[src/rtl/clk_div_monitor.sv]
// Divided-clock monitor: measures the i_div_clk period in i_clk cycles, locks after
// LOCK_COUNT consecutive periods of DIV, and flags bad periods and timeouts.
//
// state   | meaning
// SEARCH  | waiting for the first rise; no period checking
// ACQUIRE | counting consecutive good periods towards lock
// LOCKED  | period verified at DIV; any deviation drops lock

module clk_div_monitor #(
    parameter int DIV        = 6,
    parameter int LOCK_COUNT = 4
) (
    input  logic       i_clk,
    input  logic       i_rst_n,
    input  logic       i_div_clk,
    output logic       o_tick,
    output logic [3:0] o_period,
    output logic       o_locked,
    output logic       o_err,
    output logic [7:0] o_err_cnt
);

    typedef enum logic [1:0] {SEARCH, ACQUIRE, LOCKED} state_t;

    localparam logic [3:0] DIV_L  = 4'(DIV);
    localparam logic [3:0] LOCK_L = 4'(LOCK_COUNT);

    state_t     state;
    state_t     state_nxt;
    logic       prev;
    logic       rise;
    logic       timeout;
    logic [3:0] cnt;
    logic [3:0] meas;
    logic [3:0] good;
    logic [3:0] good_nxt;
    logic       period_ld;
    logic       err_nxt;
    logic       locked_nxt;

    assign rise    = i_div_clk & ~prev;
    assign meas    = (cnt == 4'd15) ? 4'd15 : cnt + 4'd1;
    // A rise in the same cycle wins; it is judged as a 15-cycle period instead.
    assign timeout = (state != SEARCH) && !rise && (cnt == 4'd15);

    always_ff @(posedge i_clk) begin
        if (!i_rst_n) begin
            state     <= SEARCH;
            prev      <= 1'b0;
            cnt       <= 4'd0;
            good      <= 4'd0;
            o_tick    <= 1'b0;
            o_period  <= 4'd0;
            o_locked  <= 1'b0;
            o_err     <= 1'b0;
            o_err_cnt <= 8'd0;
        end else begin
            state    <= state_nxt;
            prev     <= i_div_clk;
            good     <= good_nxt;
            o_tick   <= rise;
            o_locked <= locked_nxt;
            o_err    <= err_nxt;
            if (rise)
                cnt <= 4'd0;
            else if (cnt != 4'd15)
                cnt <= cnt + 4'd1;
            if (period_ld)
                o_period <= meas;
            if (err_nxt && (o_err_cnt != 8'hFF))
                o_err_cnt <= o_err_cnt + 8'd1;
        end
    end

    always_comb begin
        state_nxt = state;
        good_nxt  = good;
        case (state)
            SEARCH: begin
                if (rise) begin
                    state_nxt = ACQUIRE;
                    good_nxt  = 4'd0;
                end
            end
            ACQUIRE: begin
                if (rise) begin
                    if (meas == DIV_L) begin
                        good_nxt = good + 4'd1;
                        if (good + 4'd1 == LOCK_L)
                            state_nxt = LOCKED;
                    end else begin
                        good_nxt = 4'd0;
                    end
                end else if (timeout) begin
                    state_nxt = SEARCH;
                    good_nxt  = 4'd0;
                end
            end
            LOCKED: begin
                if (rise) begin
                    if (meas != DIV_L) begin
                        state_nxt = ACQUIRE;
                        good_nxt  = 4'd0;
                    end
                end else if (timeout) begin
                    state_nxt = SEARCH;
                    good_nxt  = 4'd0;
                end
            end
            default: begin
                state_nxt = SEARCH;
                good_nxt  = 4'd0;
            end
        endcase
    end

    always_comb begin
        period_ld  = rise && (state != SEARCH);
        err_nxt    = (period_ld && (meas != DIV_L)) || timeout;
        locked_nxt = (state_nxt == LOCKED);
    end

endmodule

[config.mk]
export PLATFORM = sky130hd
export DESIGN_NAME = clk_div_monitor
export DESIGN_NICKNAME = d
export VERILOG_FILES = /design/src/rtl/clk_div_monitor.sv
export SDC_FILE = /design/constraint.sdc
export NUM_CORES = 1
export LEC_CHECK = 0
export ABC_AREA = 0
export CORE_MARGIN = 2
export CORE_UTILIZATION = 50
export DETAILED_ROUTE_END_ITERATION = 12
export GPL_TIMING_DRIVEN = 0
export PLACE_DENSITY = 0.7
export SYNTH_ARGS = -nofsm -noshare
export SYNTH_HDL_FRONTEND = slang
export SYNTH_SLANG_ARGS = --single-unit
export TNS_END_PERCENT = 10
[constraint.sdc]
create_clock -name i_clk -period 3.7 [get_ports i_clk]
set_input_delay 0.925 -clock i_clk [delete_from_list [all_inputs] [get_ports i_clk]]
set_output_delay 0.925 -clock i_clk [all_outputs]
set_load 0.005 [all_outputs]
==> results_dict.tcl, run 1 <==
set metrics [dict create \
    row_count 19 \
    placement.io_buffers 16 \
    synthSimpleGateAreaFrac_pct 27.6 \
    slew_headroom_pct 62.0 \
    yosysWarningCount 0 \
    wl_per_cell_um 15.0 \
    dieArea_sq_um 3260 \
    die_x_um 57.1 \
    die_y_um 57.1 \
    hold_violations 0 \
    synth_common_cells "26 x dfxtp_1, 12 x nor2_1, 9 x nand2_1, 9 x o21ai_0, 8 x nand3_1" \
    status "finished, final reports clean" \
    synth_edf_count 0 \
    nets 188 \
    drtPass1Iterations 4 \
    hold_path.class "reg -> reg" \
    finalSetupViolations 0 \
    tightest_slew_ns 0.570 \
    p_leak_nw 0.581 \
    cp-startpoint "i_div_clk" \
    clk_latency_ns 0.33 \
    powerDensity_nw_per_um2 288 \
    place_congestion 0.936 \
    drt_iter0_markers 64 \
    routed_via_density 6.17 \
    slew_violations 0 \
    synthMuxAreaShare_pct 2.93 \
    drc 0 \
    hold_buffers 0 \
    tritoncts "done" \
    drive_gt1_share_pct 7.95 \
    htree_levels 1 \
    yosys.area_share.adder_pct 6.22 \
    start_kind "primary input" \
    ys_types 49 \
    core_area_sq_um 2710 \
    required_ns 3.92 \
    grt_usage_pct 19.3 \
    grt_pass1_vias 1185 \
    power_frac_comb_pct 11.7 \
    cts-root-buf "clkbuf_4" \
    route.vias.total 1277 \
    p_sw_share_pct 26.1 \
    postCtsResizedCells 0 \
    p_switching_mw 0.122 \
    synth_largest_area_cell "dfxtp_1" \
    ant_nets 0 \
    cap_viol_max_count 0 \
    synth_top_family_by_area "simple AND/OR/NAND/NOR gates" \
    vdd_ir_drop_max_mv 0.196 \
    criticalPathCategory "in -> reg" \
    cts.path.max_buffers 2 \
    stdcell_area_sq_um 1630 \
    grt_max_degree 14 \
    yosys_most_used_dff "dfxtp_1" \
    syn_nets 167 \
    post_cts_buffers 0 \
    r2r_start "cnt[0]" \
    ys_ff_latch 26 \
    seq_power_share_pct 62.5 \
    synth_top_cells_by_area "dfxtp_1 37%, ha_1 6.2%, o21ai_0 3.2%, nor2_1 3.2%, nand3_1 2.8%" \
    finClkSkew_ns 0.0105 \
    cts.sinks 26 \
    grt_pass1_wl_mm 5.02 \
    min-delay-start "o_period[2]" \
    critPathSlowestCell "clkdlybuf4s50_1" \
    synth_top_area_share_pct 36.9 \
    cp.arrival_ns 2.73 \
    p_clk_share_pct 25.9 \
    dpl_cell_area_sq_um 1610 \
    p_int_mw 0.347 \
    yosysMostFrequentCell "dfxtp_1" \
    path_cells "clkdlybuf4s50_1, nor2b_1, o221ai_2, or2_4, o311a_1" \
    ios 18 \
    initial_core_util_pct 52.0 \
    setup-tns-final_ns 0 \
    max_freq_ghz 0.399 \
    grt.overflow.total 0 \
    fin_crit_sh_pct 67.8 \
    antenna_cells 0 \
    antenna_found_initial 0 \
    cts.clk_slew.worst_paths_ns 0.14 \
    postSynthCellCount 157 \
    netlist_area_sq_um 1410 \
    cts_buffers 3 \
    rsz0062_at_grt "no" \
    postRouteWirelength_mm 3.10 \
    ys_seq_area_share_pct 36.9 \
    area_growth_pct 15.7 \
    yosys.area_share.xor_xnor_pct 1.24 \
    worst_path_largest_cell_delay_ns 0.52 \
    period_minus_slack_ns 2.51 \
    cp_max_fo 9 \
    end_kind "register" \
    syn_avg_cell_area_sq_um 8.97 \
    synth-compound-area-share_pct 21.2 \
    async_flop_share_pct 0 \
    dp_hpwl_mm 2.28 \
]
## layout by cell type, fill, tap and decap left out, types with 2 or more instances in the layout
master / netlist / routed
dfxtp_1: 26 / 26
clkdlybuf4s50_1: 0 / 16
nor2_1: 12 / 12
nand2_1: 9 / 9
o21ai_0: 9 / 9
nand3_1: 8 / 8
inv_1: 7 / 7
ha_1: 7 / 7
a21oi_1: 6 / 6
nand2b_1: 5 / 5
nor3_1: 4 / 4
and3_1: 4 / 4
nand4_1: 4 / 4
clkbuf_1: 3 / 3
nor3b_1: 3 / 3
nor2b_1: 3 / 3
mux2i_1: 3 / 3
o31ai_1: 3 / 3
clkbuf_4: 0 / 3
and2_1: 2 / 2
a31oi_1: 2 / 2
or3b_2: 2 / 2
nand4b_1: 2 / 2
xnor2_1: 2 / 2
a22o_1: 2 / 2
o211ai_1: 2 / 2
nor4_1: 2 / 2
o311ai_0: 2 / 2
## final timing paths
kind	end	slack (ns)	cells after the start
max reg2reg	o_err_cnt[5]	1.41	6
min	o_period[2]	0.50	2
min reg2reg	o_period[2]	0.50	2
max	o_err_cnt[6]	1.19	5
## metrics by stage
step / hold WS (ns) / total power [mW] / std cells / util [%] / setup slack (ns)
CTS: 0.500 / 0.470 / 207 / 60.2 / 1.20
floorplan: 0.470 / 0.334 / 157 / - / 1.57
finish: 0.495 / 0.469 / 207 / 60.2 / 1.19
detailed placement: 0.482 / 0.353 / 204 / 59.3 / 0.874
global route: 0.532 / 0.485 / 207 / 60.2 / 1.07
global placement: 0.462 / 0.351 / 204 / 59.3 / 0.883
## logic make-up (layout without fill, tap and decap cells)
group / Yosys count / count (layout)
buf+inv: 12 / 31
fa+ha+maj: 7 / 7
flops: 26 / 26
mux: 4 / 4
xor+xnor: 2 / 2
compound gates: 38 / 38
simple gates: 68 / 68
## worst max-delay path, delay by kind of cell
family	cells	cell delay (ns)
AOI/OAI and AO/OA	2	0.60
buffers and inverters	1	0.52
and+or+nand+nor	2	0.68
## final cells by class
| cell class | instances | area (sq um) |
|---|---|---|
| multi-input cells | 119 | 835 |
| clock buffers | 3 | 22.5 |
| flip-flops and latches | 26 | 520 |
| plain buffers | 5 | 27.5 |
| well taps | 31 | 38.8 |
| fillers | 269 | 1080 |
| inverters | 7 | 26.3 |
| repair buffers | 16 | 160 |
## registers in the layout (all words and copies together) (netlist names)
register,count
o_tick,1
good,4
o_err_cnt,8
state,2
o_period,4
o_err,1
prev,1
o_locked,1
cnt,4
## power by group through the flow
stage	combinational, mW	clock, mW	sequential [mW]
finish	0.0547	0.121	0.293
floorplan	0.0367	0	0.298
global placement	0.0528	0	0.299
detailed placement	0.0540	0	0.299
global route	0.0599	0.131	0.294
CTS	0.0542	0.123	0.293
## routing by layer
layer	up-vias	share of wire, %	global-route usage, %
met3	5	2.4	2.95
met5	-	0	0
met4	0	1.4	7.31
met1	617	50	25.5
met2	20	46	32.0
li1	635	-	-
No activity file was read; power rests on OpenSTA's default activity.
==> run 2, diff against run 1 <==
CORE_UTILIZATION = 49   (was 50)
PLACE_DENSITY = 0.72   (was 0.7)
clock period = 2.1 ns   (was 3.7 ns; I/O delays follow)
==> results_dict.tcl, run 2 (synthesis gave the netlist of run 1 again) <==
set metrics [dict create \
    die_x_um 57.6 \
    nets 190 \
    vdd_ir_drop_max_mv 0.485 \
    status "finished, final reports clean" \
    largest_register_ffs 8 \
    cp_max_fo 10 \
    wl_per_cell_um 14.7 \
    grt_usage_pct 19.5 \
    p_leak_nw 0.610 \
    grt_max_degree 15 \
    finClkSkew_ns 0.00111 \
    area_growth_pct 20.3 \
    finalSetupViolations 0 \
    row_count 19 \
    cts.clk_slew.worst_paths_ns 0.14 \
    tightest_slew_ns 0.423 \
    cts-root-buf "clkbuf_4" \
    cts.path.max_buffers 2 \
    max_freq_ghz 0.498 \
    clk_latency_ns 0.32 \
    powerDensity_nw_per_um2 514 \
    largest-register "o_err_cnt" \
    cts.sinks 26 \
    p_switching_mw 0.220 \
    ant_nets 0 \
    p_int_mw 0.651 \
    seq_power_share_pct 59.2 \
    postRouteWirelength_mm 3.09 \
    grt.overflow.total 0 \
    slew_violations 0 \
    start_kind "register" \
    slew_headroom_pct 71.6 \
    cap_viol_max_count 0 \
    rsz0062_at_grt "no" \
    initial_core_util_pct 51.5 \
    period_minus_slack_ns 2.01 \
    required_ns 2.33 \
    p_sw_share_pct 25.2 \
    antenna_cells 0 \
    power_frac_comb_pct 11.4 \
    dieArea_sq_um 3320 \
    ios 18 \
    place_congestion 0.944 \
    final_util_pct 62.0 \
    hold_buffers 0 \
    dp_hpwl_mm 2.22 \
    mostFrequentLayoutCells "24 x dfxtp_1, 16 x clkdlybuf4s50_1, 12 x nor2_1" \
    end_kind "register" \
    cts_buffers 3 \
    route.vias.total 1283 \
    die_y_um 57.6 \
    hold_violations 0 \
    dp_cells 204 \
    grt_pass1_vias 1141 \
    core_area_sq_um 2730 \
    antenna_found_initial 0 \
    drive_gt1_share_pct 14.0 \
    drtPass1Iterations 5 \
    htree_levels 1 \
    drt_iter0_markers 75 \
    drc 0 \
    tritoncts "done" \
    p_clk_share_pct 29.4 \
    criticalPathCategory "reg -> reg" \
    grt_pass1_wl_mm 5.06 \
    final_common_cell "dfxtp_1" \
    routed_via_density 6.11 \
    fin_crit_sh_pct 95.6 \
    cp.arrival_ns 2.24 \
    fin_total_pwr_mw 0.871 \
    hold_path.class "reg -> reg" \
    fin_cells 210 \
    placement.io_buffers 16 \
]
run 2: cell count changes in the layout (fill, tap and decap cells not counted), sizes merged:
| cell | change |
|---|---|
| buf | +3 |
run 2: final cells by class:
type                            count  area [sq um]
Fill cell                         223          1040
Multi-Input combinational cell    119           865
Sequential cell                    26           526
Timing Repair Buffer               18           175
Tap cell                           31          38.8
Clock buffer                        4          36.3
Buffer                              5          28.8
Inverter                            7          26.3
run 2: timing repair:
item                                    in CTS  in global routing
pin swaps                                    2                  1
buffers inserted                             2                  0
endpoints found under the setup margin      13                 13
resized for setup                            2                 10
gates cloned                                 0                  0
run 2: worst paths after layout:
path | start | end | slack, ns | cells after the start
setup / recovery | cnt[0] | o_err_cnt[5] | 0.09 | 7
hold / removal | o_period[2] | o_period[2] | 0.49 | 2
setup reg to reg | cnt[0] | o_err_cnt[5] | 0.09 | 7
hold reg to reg | o_period[2] | o_period[2] | 0.49 | 2
run 2: metrics by stage:
step / TNS, ns / worst slack, ns / hold slack (ns) / cell area, sq um
after floorplan: 0 / 0.0563 / 0.470 / 1410
after global placement: -2.34 / -0.307 / 0.461 / 1610
after detailed placement: -2.65 / -0.338 / 0.478 / 1610
after CTS: 0 / 0.0278 / 0.497 / 1660
after global routing: 0 / 0.00671 / 0.532 / 1700
final: 0 / 0.0925 / 0.493 / 1700
run 2: routing by layer:
| metal | share of wire [%] | global-route usage, % | vias up |
|---|---|---|---|
| li1 | - | - | 638 |
| met1 | 48 | 26.4 | 589 |
| met2 | 45 | 30.7 | 50 |
| met3 | 5.1 | 5.36 | 6 |
| met4 | 1.4 | 5.32 | 0 |
| met5 | 0 | 0 | - |
run 2: critical path: stages, from the launching register on:
cell and delay, ns:
dfxtp_4 0.40, ha_2 0.19, buf_6 0.13, or3b_4 0.38, a2111oi_4 0.28, buf_4 0.20
nor3_1 0.06, o221a_2 0.28
run 2: power groups by stage:
stage / registers, mW / clock network [mW] / logic [mW]
CTS: 0.516 / 0.269 / 0.0957
global route: 0.517 / 0.282 / 0.109
global placement: 0.526 / 0 / 0.0926
finish: 0.516 / 0.256 / 0.0990
detailed placement: 0.526 / 0 / 0.0946
floorplan: 0.524 / 0 / 0.0647
